--- src/rtl/uart_tx_mmio_if.sv ---
// Data-side bus between the processor and a memory-mapped slave, shaped like
// the dmem slave port so the SoC can steer accesses between slaves by address.
interface uart_tx_mmio_if;
   logic [31:0] ip_data_addr;
   logic        ip_data_wr;
   logic [3:0]  ip_data_mask;
   logic [31:0] ip_data_from_proc;
   logic        ip_data_rd;
   logic        op_data_valid;
   logic [31:0] op_data_to_proc;

   modport master (
      output ip_data_addr, ip_data_wr, ip_data_mask, ip_data_from_proc, ip_data_rd,
      input  op_data_valid, op_data_to_proc
   );

   modport slave (
      input  ip_data_addr, ip_data_wr, ip_data_mask, ip_data_from_proc, ip_data_rd,
      output op_data_valid, op_data_to_proc
   );
endinterface

--- src/rtl/uart_tx_mmio.sv ---
// Memory-mapped 8N1 UART transmitter: TXDATA writes feed a small FIFO that a
// start/data/stop FSM drains onto op_tx; STATUS exposes count and flags.
module uart_tx_mmio #(
   parameter int unsigned CLKS_PER_BIT = 16,
   parameter logic [31:0] BASE_ADDR    = 32'h0000_1000,
   parameter int unsigned FIFO_DEPTH   = 4
) (
   input  logic          clk,
   input  logic          reset,
   uart_tx_mmio_if.slave bus,
   output logic          op_tx
);
   localparam int unsigned PTR_W  = $clog2(FIFO_DEPTH);
   localparam int unsigned CNT_W  = PTR_W + 1;
   localparam int unsigned BAUD_W = $clog2(CLKS_PER_BIT);
   localparam logic [BAUD_W-1:0] BAUD_LAST = BAUD_W'(CLKS_PER_BIT - 1);
   localparam logic [CNT_W-1:0]  FULL_CNT  = CNT_W'(FIFO_DEPTH);

   typedef enum logic [1:0] {S_IDLE, S_START, S_DATA, S_STOP} state_e;

   state_e            state_q, state_d;
   logic [BAUD_W-1:0] baud_q, baud_d;
   logic [2:0]        bit_q, bit_d;
   logic [7:0]        shift_q, shift_d;
   logic              tx_q, tx_d;
   logic [7:0]        mem_q [FIFO_DEPTH];
   logic [PTR_W-1:0]  wptr_q, wptr_d, rptr_q, rptr_d;
   logic [CNT_W-1:0]  cnt_q, cnt_d;
   logic              ovf_q, ovf_d;

   logic        sel, wr_txdata, wr_status;
   logic        fifo_empty, fifo_full, push, pop, baud_done;
   logic [31:0] status;
   logic        unused_bits;

   assign sel        = (bus.ip_data_addr[31:3] == BASE_ADDR[31:3]);
   assign wr_txdata  = bus.ip_data_wr & sel & ~bus.ip_data_addr[2] & bus.ip_data_mask[0];
   assign wr_status  = bus.ip_data_wr & sel &  bus.ip_data_addr[2] & bus.ip_data_mask[0];
   assign fifo_empty = (cnt_q == '0);
   assign fifo_full  = (cnt_q == FULL_CNT);
   assign baud_done  = (baud_q == BAUD_LAST);
   assign unused_bits = ^{bus.ip_data_addr[1:0], bus.ip_data_mask[3:1], bus.ip_data_from_proc[31:8]};

   // Fullness is judged before the edge, so a same-edge pop never rescues a push.
   always_comb begin
      push   = wr_txdata & ~fifo_full;
      wptr_d = push ? wptr_q + PTR_W'(1) : wptr_q;
      rptr_d = pop  ? rptr_q + PTR_W'(1) : rptr_q;
      cnt_d  = cnt_q;
      if (push && !pop) cnt_d = cnt_q + CNT_W'(1);
      if (pop && !push) cnt_d = cnt_q - CNT_W'(1);
      ovf_d = ovf_q;
      if (wr_status && bus.ip_data_from_proc[3]) ovf_d = 1'b0;
      if (wr_txdata && fifo_full)                ovf_d = 1'b1;
   end

   always_comb begin
      state_d = state_q;
      unique case (state_q)
         S_IDLE:  if (!fifo_empty) state_d = S_START;
         S_START: if (baud_done) state_d = S_DATA;
         S_DATA:  if (baud_done && bit_q == 3'd7) state_d = S_STOP;
         S_STOP:  if (baud_done) state_d = fifo_empty ? S_IDLE : S_START;
         default: state_d = S_IDLE;
      endcase
   end

   // tx is computed from next state so the registered line changes with the state.
   always_comb begin
      pop     = 1'b0;
      shift_d = shift_q;
      bit_d   = bit_q;
      if (!fifo_empty && (state_q == S_IDLE || (state_q == S_STOP && baud_done))) begin
         pop     = 1'b1;
         shift_d = mem_q[rptr_q];
         bit_d   = 3'd0;
      end else if (state_q == S_DATA && baud_done) begin
         shift_d = {1'b0, shift_q[7:1]};
         bit_d   = bit_q + 3'd1;
      end
      if (state_d != state_q || baud_done || state_q == S_IDLE) baud_d = '0;
      else                                                      baud_d = baud_q + BAUD_W'(1);
      unique case (state_d)
         S_START: tx_d = 1'b0;
         S_DATA:  tx_d = shift_d[0];
         default: tx_d = 1'b1;
      endcase
   end

   always_ff @(posedge clk) begin
      if (reset) begin
         state_q <= S_IDLE;
         baud_q  <= '0;
         bit_q   <= '0;
         shift_q <= '0;
         tx_q    <= 1'b1;
         wptr_q  <= '0;
         rptr_q  <= '0;
         cnt_q   <= '0;
         ovf_q   <= 1'b0;
      end else begin
         state_q <= state_d;
         baud_q  <= baud_d;
         bit_q   <= bit_d;
         shift_q <= shift_d;
         tx_q    <= tx_d;
         wptr_q  <= wptr_d;
         rptr_q  <= rptr_d;
         cnt_q   <= cnt_d;
         ovf_q   <= ovf_d;
      end
   end

   always_ff @(posedge clk) begin
      if (push) mem_q[wptr_q] <= bus.ip_data_from_proc[7:0];
   end

   assign status = {24'b0, 4'(cnt_q), ovf_q, fifo_empty, fifo_full, state_q != S_IDLE};

   assign bus.op_data_valid   = bus.ip_data_rd & sel;
   assign bus.op_data_to_proc = (bus.op_data_valid && bus.ip_data_addr[2]) ? status : 32'b0;
   assign op_tx               = tx_q;
endmodule
--- src/flat_wrapper.sv ---
// flat-port wrapper written by rule: the top's interface ports become plain ports
module uart_tx_mmio_flat 
#(
   parameter int unsigned CLKS_PER_BIT = 16,
   parameter logic [31:0] BASE_ADDR    = 32'h0000_1000,
   parameter int unsigned FIFO_DEPTH   = 4
)
  (clk, reset, op_tx, bus_ip_data_addr, bus_ip_data_wr, bus_ip_data_mask, bus_ip_data_from_proc, bus_ip_data_rd, bus_op_data_valid, bus_op_data_to_proc);
  uart_tx_mmio_if bus_i ();
  input  logic clk;
  input  logic reset;
  output logic op_tx;
  input wire logic [$bits(bus_i.ip_data_addr)-1:0] bus_ip_data_addr;
  input wire logic [$bits(bus_i.ip_data_wr)-1:0] bus_ip_data_wr;
  input wire logic [$bits(bus_i.ip_data_mask)-1:0] bus_ip_data_mask;
  input wire logic [$bits(bus_i.ip_data_from_proc)-1:0] bus_ip_data_from_proc;
  input wire logic [$bits(bus_i.ip_data_rd)-1:0] bus_ip_data_rd;
  output wire logic [$bits(bus_i.op_data_valid)-1:0] bus_op_data_valid;
  output wire logic [$bits(bus_i.op_data_to_proc)-1:0] bus_op_data_to_proc;
  assign bus_i.ip_data_addr = bus_ip_data_addr;
  assign bus_i.ip_data_wr = bus_ip_data_wr;
  assign bus_i.ip_data_mask = bus_ip_data_mask;
  assign bus_i.ip_data_from_proc = bus_ip_data_from_proc;
  assign bus_i.ip_data_rd = bus_ip_data_rd;
  assign bus_op_data_valid = bus_i.op_data_valid;
  assign bus_op_data_to_proc = bus_i.op_data_to_proc;
  uart_tx_mmio #(.CLKS_PER_BIT(CLKS_PER_BIT), .BASE_ADDR(BASE_ADDR), .FIFO_DEPTH(FIFO_DEPTH)) u_core (.clk(clk), .reset(reset), .bus(bus_i), .op_tx(op_tx));
endmodule
--- config.mk ---
export PLATFORM = sky130hd
export DESIGN_NAME = uart_tx_mmio_flat
export DESIGN_NICKNAME = d
export VERILOG_FILES = /design/src/rtl/uart_tx_mmio_if.sv /design/src/rtl/uart_tx_mmio.sv /design/src/flat_wrapper.sv
export SDC_FILE = /design/constraint.sdc
export NUM_CORES = 1
export LEC_CHECK = 0
export ABC_AREA = 1
export CAP_MARGIN = 10
export CORE_AREA = 2 2 104 106
export CTS_CLUSTER_SIZE = 8
export DETAILED_ROUTE_END_ITERATION = 12
export DIE_AREA = 0 0 106 108
export GPL_ROUTABILITY_DRIVEN = 0
export SLEW_MARGIN = 40
export SYNTH_ARGS = -nofsm -noshare
export SYNTH_HDL_FRONTEND = slang
export SYNTH_SLANG_ARGS = --single-unit
--- constraint.sdc ---
create_clock -name clk -period 2.1 [get_ports clk]
set_clock_uncertainty 0.15 [all_clocks]
set_input_delay 0.315 -clock clk [delete_from_list [all_inputs] [get_ports clk]]
set_output_delay 0.315 -clock clk [all_outputs]
set_load 0.05 [all_outputs]
# Word level (Yosys, flattened, before mapping)

Memory sizes are Yosys's and may differ from the RTL's. A register that Yosys moved wholly into a read port is not among the register bits.
Cells that the tools add are included.

Add/subtract/negate cells: 6
Equal/unequal tests: 10
Mux-type cells: 19
Bitwise operators: 9
Reductions and logical operators: 23

Operators with widths:

| kind                 | count |
|---|---|
| $eq 29x10->1 const B | 1 |
| $mux 8               | 2 |
| $mux 2               | 6 |
| $logic_and 1x1->1    | 9 |
| $pmux 2 s4           | 1 |
| $reduce_bool 2->1    | 4 |
| $and 1x1->1          | 7 |
| $mux 7               | 1 |
| $add 3x1->3 const B  | 2 |
| $eq 2x2->1 const B   | 3 |
| $eq 3x3->1 const B   | 2 |
| $mux 1               | 6 |
| $mux 3               | 2 |
| $add 2x1->2 const B  | 2 |
| $add 4x1->4 const B  | 1 |
| $eq 2x1->1 const B   | 2 |
| $eq 4x4->1 const B   | 1 |
| $reduce_or 2->1      | 2 |
| $logic_not 1->1      | 3 |
| $logic_not 3->1      | 1 |
| $logic_or 1x1->1     | 3 |
| $sub 3x1->3 const B  | 1 |
| $logic_not 2->1      | 1 |
| $ne 2x2->1           | 1 |
| other kinds (2)      | 3 |

Register bits after elaboration: 26
Bits in writable memories: 32
Bits of input ports: 72
Output and inout port bits: 34
Word-level logic and storage cells: 78
Memories kept: 1

Memory list:

| name         | words | bits a word | rd ports | clocked after Yosys merged registers in | write ports | line               | source |
|---|---|---|---|---|---|---|---|
| u_core.mem_q | 4     | 8           | 1        | 1                                       | 1           | uart_tx_mmio.sv:26 | `logic [7:0] mem_q [FIFO_DEPTH];` |

# Logic depth before layout (Yosys ltp)

Gate-level depths: netlist of run 1.

Depth in word-level cells: 9
Depth in mapped cells: 14
Depth with buffers taken out: 14

# Worst setup path before layout of run 1

No wires, ideal clock.

Path type: input port to output port
Start point: in bus_ip_data_addr[30]
End point: out bus_op_data_to_proc[2]
Data arrival time: 2.103 ns
Data required time: 1.635 ns
Setup slack: -0.468 ns
Cell stages on the path: 7
Buffers on the path: 0
Path through: nor2_1 nand2_1 nor2_1 nand2_2 nor3b_4 nand2_2 nor2_1

Cells in the longest elaborated chain, start to end: 4

Ends and longest elaborated chain:

| item                  | line                | source |
|---|---|---|
| start: declaration    | flat_wrapper.sv:13  | `input wire logic [$bits(bus_i.ip_data_addr)-1:0] bus_ip_data_addr;` |
| $eq 29x10->1          | uart_tx_mmio.sv:36  | `assign sel = (bus.ip_data_addr[31:3] == BASE_ADDR[31:3]);` |
| $and 1x1->1           | uart_tx_mmio.sv:120 | `assign bus.op_data_valid = bus.ip_data_rd & sel;` |
| net bus_op_data_valid | flat_wrapper.sv:18  | `output wire logic [$bits(bus_i.op_data_valid)-1:0] bus_op_data_valid;` |
| $logic_and 1x1->1     | uart_tx_mmio.sv:121 | `assign bus.op_data_to_proc = (bus.op_data_valid && bus.ip_data_addr[2]) ? status : 32'b0;` |
| $mux 7                | uart_tx_mmio.sv:121 |  |
| end: declaration      | flat_wrapper.sv:19  | `output wire logic [$bits(bus_i.op_data_to_proc)-1:0] bus_op_data_to_proc;` |

The timed path passes the listed nets, and every way through them passes these cells.

# Final worst setup path of run 1

Start point: reg u_core.baud_q[1]
End point: reg u_core.cnt_q[2]

Cells in the longest elaborated chain, start to end: 8
Elaborated cells between the ends (all ways): 10
Classes of those cells: eq/ne: 1; mux: 2; reduce/logical: 7

Ends and longest elaborated chain:

| item                               | line                | source |
|---|---|---|
| start: declaration                 | uart_tx_mmio.sv:22  | `logic [BAUD_W-1:0] baud_q, baud_d;` |
| start signal: assignment           | uart_tx_mmio.sv:103 | `baud_q <= baud_d;` |
| $eq 4x4->1 (*)                     | uart_tx_mmio.sv:41  | `assign baud_done = (baud_q == BAUD_LAST);` |
| $logic_and 1x1->1 (*)              | uart_tx_mmio.sv:73  | `if (!fifo_empty && (state_q == S_IDLE \|\| (state_q == S_STOP && baud_done))) begin` |
| $logic_or 1x1->1 (*)               | uart_tx_mmio.sv:73  |  |
| $logic_and 1x1->1 (*)              | uart_tx_mmio.sv:73  |  |
| $mux 1 (*)                         | uart_tx_mmio.sv:73  |  |
| $logic_not 1->1                    | uart_tx_mmio.sv:50  | `if (push && !pop) cnt_d = cnt_q + CNT_W'(1);` |
| $logic_and 1x1->1                  | uart_tx_mmio.sv:50  |  |
| $reduce_bool 2->1 (no source line) | --                  |  |
| end signal: assignment             | uart_tx_mmio.sv:109 | `cnt_q <= cnt_d;` |
| end: declaration                   | uart_tx_mmio.sv:28  | `logic [CNT_W-1:0] cnt_q, cnt_d;` |

Mark *: on every way between the ends. The rest lies on a longest branch, timed or not.
A chain may end at the register's enable or synchronous reset.

==> run_results.csv, run 1 <==
group,metric,value,unit
run_status,status,"completed",
floorplanning,die_area,11450,sq um
detailed_routing,via_per_inst,4.247,
placed_design,dp_cells,555,
setup_path,worstPathRequired,2.17,ns
synth,yosys.area.top_type,"edfxtp_1",
clock_tree,cts_tree,"yes",
detailed_routing,firstDrtPassIters,4,
setup_path,path_max_fanout,2,
synth,ys.flop_type,"edfxtp_1",
clock_tree,root_buffer,"clkbuf_8",
synth,seq_area_frac_synth,0.5067,
global_route,grt_pass1_wl,10490,microns
final_layout,drive_gt1_frac,0.3198,
final_layout,final_cell_area,4222,sq um
timing,rsz0062_at_grt,"true",
timing,fin_crit_sh,0.9733,
timing,max_slew_margin,0.6582,
final_layout,fin_util,0.4126,
detailed_routing,wire_per_inst,10.95,microns
final_layout,diodes,0,
setup_path,crit_slowest_cell,"dfxtp_2",
clock_tree,cts_sinks,60,
power,p_int,2.722,mW
final_layout,final_cells,580,
floorplanning,fp.dieH,108,microns
global_route,grt.overflow.total,0,
clock_tree,clock_latency,0.34,ns
setup_path,cp.arrival,2.12,ns
setup_path,rr_startpoint,"u_core.baud_q[1]",
setup_path,crit_start,"u_core.baud_q[1]",
global_route,grt_antenna_before_repair,0,
setup_path,critical_path_buf_inv_count,2,
timing,tightest_slew,0.5111,ns
synth,yosys_register_bits,60,
placed_design,io_buffers,51,
power,p_leak,1.667,nW
final_layout,syn2layout_area_growth,40.58,%
synth,netlist_instances,348,
global_route,grt_pass1_vias,2327,
synth,synth_edf_count,32,
setup_path,crit_type,"register to register",
setup_path,start_kind,"register",
timing,final_hold_viol_count,0,
synth,syn_area,3003,sq um
setup_path,cp_top_family,"adder cells",
timing,min_period,2.044,ns
floorplanning,ioPinCount,106,
timing,fmax,0.4892,GHz
clock_tree,numCtsBuffers,9,
detailed_routing,route.detailed.drc,0,
power,p_clk_frac,0.301,
power,p_sw_frac,0.3309,
power,p_switching,1.346,mW
power,ir_worst_vdd,0.4595,mV
floorplanning,coreArea,10230,sq um
setup_path,max_stage_delay,0.35,ns
placed_design,hpwl,4628,microns
power,power,4.068,mW
synth,yosys-top-cells-area,"edfxtp_1 32%, dfxtp_1 19%, nor2_1 9.7%",
floorplanning,rows,37,
run,drv_cap,0,
clock_tree,cts_max_path_buffers,2,
timing,tns,0,ns
synth,synth_cell_types,35,
clock_tree,h-tree-depth,3,
synth,synth_top_cell_area_share,0.3200,
detailed_routing,final_antenna_net_count,0,
setup_path,endpoint_kind,"register",
final_layout,nets,520,
synth,avgSynthCellArea,8.629,sq um
floorplanning,die_w,106,microns
clock_tree,clkTransAtPathRegs,0.07,ns
setup_path,crit_chain,"ha_4, nand3_4, o21ai_2, nand2_2, inv_4, ha_4, inv_2, fa_2, a21oi_2, o21ai_2, o21ai_1, a21oi_1",
power,pwr_density_cell,963.6,nW/um^2
synth,yosys_warnings,0,
synth,synthArstFlopShare,0,
detailed_routing,first_iter_violations,49,
placed_design,place_area,3926,sq um
detailed_routing,vias,2463,
global_route,grt_use_total,0.1189,
power,pwr-share-comb,0.347,
detailed_routing,wl,6350,microns
final_layout,n_fill_cell,987,
floorplanning,start_util,0.2935,
timing,finalSetupViolCount,0,
power,p_seq_frac,0.352,
global_route,grt_max_degree,16,
min_path,worstHoldPathType,"register to register",
min_path,hp-start,"u_core.baud_q[0]",
timing,slew_violations,0,
-- worst reg2reg max path, stage by stage, from the launching register on --
cell and delay, ns:
dfxtp_2 0.35, ha_4 0.16, nand3_4 0.07, o21ai_2 0.13, nand2_2 0.09, inv_4 0.07, ha_4 0.12, inv_2 0.03
fa_2 0.35, a21oi_2 0.16, o21ai_2 0.08, o21ai_1 0.11, a21oi_1 0.05
-- per-layer routing --
metal	track usage	vias to the layer above	share of wire
li1	-	1271	-
met1	0.1329	1116	0.43
met2	0.2065	62	0.50
met3	0.04461	14	0.047
met4	0.04605	0	0.023
met5	0	-	0
-- synth_stat cells, types with 5 or more instances --
| library cell | number |
|---|---|
| nor2_1 | 78 |
| nand2_1 | 62 |
| edfxtp_1 | 32 |
| dfxtp_1 | 28 |
| buf_4 | 26 |
| inv_1 | 26 |
| o21ai_0 | 22 |
| a21oi_1 | 12 |
| nand3_1 | 9 |
| ha_1 | 8 |
| o22ai_1 | 7 |
| a31oi_1 | 6 |
| nand2_2 | 5 |
-- cell families (layout without fill, tap and decap cells) --
| kind of cell | after synthesis | after routing | share of synthesized area |
|---|---|---|---|
| DFF | 60 | 60 | 0.5067 |
| xor gates and xnor gates | 3 | 3 | 0.008752 |
| buffers and inverters | 58 | 130 | 0.1104 |
| other | 1 | 25 | 0.001249 |
| AOI/OAI and AO/OA | 50 | 50 | 0.09125 |
| and+or+nand+nor | 167 | 167 | 0.2417 |
| adders and majority gates | 9 | 9 | 0.04000 |
-- cells in the final DEF (no fill, tap or decap), drive strengths merged, types with 8 or more instances in the layout --
master / count
a21oi: 13
nand3: 10
clkbuf: 13
ha: 8
o21ai: 24
clkdlybuf4s50: 14
dfxtp: 28
buf: 68
conb: 25
nand2: 67
nor2: 81
inv: 28
edfxtp: 32
-- final timing paths --
path	to	slack, ns	cells past startpoint
min	u_core.baud_q[0]	0.29	1
min reg2reg	u_core.baud_q[0]	0.29	1
max	u_core.cnt_q[2]	0.06	12
max reg2reg	u_core.cnt_q[2]	0.06	12
-- per-stage QoR --
| step | setup slack [ns] | hold slack [ns] |
|---|---|---|
| 2_1_floorplan | -0.2785 | 0.2344 |
| 3_3_place_gp | -0.4177 | 0.2764 |
| 3_5_place_dp | -0.4633 | 0.2878 |
| 4_1_cts | 0.001969 | 0.2975 |
| 5_1_grt | -0.08734 | 0.3081 |
| 6_report | 0.05602 | 0.2940 |
-- power groups by stage --
stage / clock (mW) / combinational [mW] / sequential, mW
2_1_floorplan: 0 / 0.944 / 1.48
3_3_place_gp: 0 / 1.34 / 1.45
3_5_place_dp: 0 / 1.36 / 1.45
4_1_cts: 1.27 / 1.35 / 1.43
5_1_grt: 1.31 / 1.58 / 1.45
6_report: 1.23 / 1.41 / 1.43
-- sequential cells by signal, indices dropped and copies added (netlist names), named ones only --
register	count
u_core.rptr_q	2
u_core.mem_q	32
u_core.state_q	2
u_core.ovf_q	1
u_core.op_tx	1
u_core.cnt_q	3
u_core.wptr_q	2
u_core.baud_q	4
u_core.bit_q	3
u_core.shift_q	8
-- what timing repair did --
item	4_1_cts	5_1_grt
gates resized for setup	100	46
hold buffers	0	0
setup buffers	9	1
setup endpoints to repair	10	9
pin swaps	25	37
-- area by class of cell --
type	count	area [sq um]	share of cell area
tap	136	170.2	0.04031
sequential	60	1524	0.3610
clock buffer	9	123.9	0.02934
inverter	28	107.6	0.02549
clock inverter	7	115.1	0.02727
timing repair buffer	86	777.0	0.1841
multi-input combinational	254	1404	0.3325
Power figures use the tool's default switching activity.
==> run 2: changes to the inputs <==
--- a/config.mk
+++ b/config.mk
@@ -12,6 +12,7 @@
 export DETAILED_ROUTE_END_ITERATION = 12
 export DIE_AREA = 0 0 106 108
 export GPL_ROUTABILITY_DRIVEN = 0
+export PLACE_DENSITY = 0.58
 export SLEW_MARGIN = 40
 export SYNTH_ARGS = -nofsm -noshare
 export SYNTH_HDL_FRONTEND = slang
==> run 2 against run 1 <==
Compared with the run above:
- sequential share of layout area up 0.92 points
- largest cell class unchanged
- core utilization down 1.0 points
- global-route usage down 0.063 points
- via count up 1.1%
- non-clock buffer count up 5
- critical endpoint unchanged
- critical path type unchanged
- largest power group unchanged
- sequential power about the same
- final cell count up 0.86%
- total power down 8.7%
- die area unchanged
- flip-flop and latch count unchanged
- first-iteration DRC count up 2.0%
- worst setup slack worse by 0.030 ns
==> run_results.csv, run 2 (same netlist as run 1, synthesis figures left out) <==
group,metric,value,unit
detailed_routing,wire_per_inst,11.18,microns
final_layout,drive_gt1_frac,0.3207,
final_layout,final_cells,585,
placed_design,io_buffers,51,
floorplanning,rows,37,
timing,fin_crit_sh,0.9877,
min_path,worstHoldPathCells,2,
min_path,worstHoldPathType,"register to register",
setup_path,crit_slowest_cell,"fa_2",
clock_tree,clkTransAtPathRegs,0.07,ns
power,p_leak,1.629,nW
setup_path,crit_type,"register to register",
power,ir_worst_vdd,0.4363,mV
timing,slew_violations,0,
clock_tree,cts_max_path_buffers,2,
timing,fmax,0.4821,GHz
clock_tree,cts_tree,"yes",
global_route,grt_pass1_vias,2226,
floorplanning,die_area,11450,sq um
timing,finalSetupViolCount,0,
setup_path,max_stage_delay,0.37,ns
clock_tree,cts_sinks,60,
detailed_routing,first_iter_violations,50,
global_route,grt_use_total,0.1182,
detailed_routing,firstDrtPassIters,4,
setup_path,start_kind,"register",
placed_design,hpwl,4886,microns
run_status,status,"completed",
global_route,grt.overflow.total,0,
run,drv_cap,0,
global_route,grt_antenna_before_repair,0,
floorplanning,ioPinCount,106,
setup_path,r2r_slack,0.03,ns
detailed_routing,wl,6538,microns
final_layout,final_cell_mix,"60 x nand2_1, 58 x nor2_1, 40 x buf_4",
setup_path,cp.arrival,2.15,ns
power,pwr_density_cell,902.4,nW/um^2
clock_tree,holdBufCountCts,0,
setup_path,crit_start,"u_core.baud_q[0]",
final_layout,top_register,"u_core.mem_q",
global_route,grt_pass1_wl,10540,microns
clock_tree,root_buffer,"clkbuf_8",
final_layout,diodes,0,
timing,rsz0062_at_grt,"true",
detailed_routing,route.detailed.drc,0,
clock_tree,h-tree-depth,3,
timing,min_period,2.074,ns
final_layout,n_fill_cell,1019,
clock_tree,clock_latency,0.34,ns
placed_design,dp_cells,555,
global_route,grt_max_degree,16,
detailed_routing,via_per_inst,4.256,
floorplanning,coreArea,10230,sq um
timing,final_hold_viol_count,0,
clock_tree,numCtsBuffers,9,
detailed_routing,final_antenna_net_count,0,
setup_path,cp_common_cell,"o21ai_2",
setup_path,endpoint_kind,"register",
final_layout,final_common_cell,"nand2_1",
floorplanning,start_util,0.2935,
final_layout,nets,525,
setup_path,path_max_fanout,2,
min_path,hp-start,"u_core.ovf_q",
final_layout,top_regs,"u_core.mem_q (32), u_core.shift_q (8), u_core.baud_q (4)",
floorplanning,fp.dieH,108,microns
floorplanning,die_w,106,microns
setup_path,worstPathRequired,2.17,ns
final_layout,syn2layout_area_growth,37.08,%
detailed_routing,vias,2490,
power,power,3.715,mW
setup_path,crit_chain,"ha_4, nand3_4, o21ai_2, nand2_2, inv_4, ha_4, inv_2, fa_2, a21oi_2, o21ai_2, o21ai_2, a21oi_2",
setup_path,r2r_cells,12,
final_layout,largest_reg_flops,32,
setup_path,rr_startpoint,"u_core.baud_q[0]",
timing,tns,0,ns
[run 2: layout make-up]
type	instances	area, sq um	share of cell area
clock buffer	9	123.9	0.03009
clock inverter	7	43.79	0.01064
inverter	28	107.6	0.02614
multi-input combinational	254	1389	0.3374
sequential	60	1524	0.3702
tap	136	170.2	0.04134
timing repair buffer	91	758.2	0.1842
[run 2: timing repair]
item / 4_1_cts / 5_1_grt
resized for setup: 107 / 24
endpoints found under the setup margin: 10 / 10
endpoints found under the hold margin: 0 / 0
buffers inserted: 13 / 2
pin swaps: 26 / 25
[run 2: worst paths after layout]
| check | endpoint |
|---|---|
| max | u_core.cnt_q[2] |
| min reg2reg | u_core.ovf_q |
| max reg2reg | u_core.cnt_q[2] |
| min | u_core.ovf_q |
[run 2: through the flow]
step	instance area [sq um]	setup slack, ns	utilization	hold WS [ns]
after floorplan	3194	-0.2785	-	0.2344
after global routing	4116	-0.1045	0.4023	0.3364
after CTS	4094	0.005096	0.4001	0.3175
final	4116	0.02576	0.4023	0.3143
after detailed placement	3926	-0.4618	0.3838	0.2856
after global placement	3926	-0.4141	0.3838	0.2771
[run 2: critical path, delay by kind of cell (launching register included)]
kind	cells	cell delay [ns]
buffers and inverters	2	0.11
AO/OA/AOI/OAI	5	0.54
AND/OR/NAND/NOR	2	0.17
adder cells (fa/ha/maj)	3	0.64
flip-flops	1	0.35
[run 2: power breakdown]
part | internal (mW) | total (mW) | switching [mW]
Combinational | 0.566 | 1.41 | 0.846
Clock | 0.418 | 0.872 | 0.455
Sequential | 1.37 | 1.43 | 0.0636
[run 2: routing by layer]
layer / global-route usage / part of all wire / vias to the layer above
li1: - / - / 1288
met1: 0.1394 / 0.43 / 1143
met2: 0.2046 / 0.51 / 53
met3: 0.03195 / 0.047 / 6
met4: 0.04887 / 0.012 / 0
met5: 0 / 0 / -
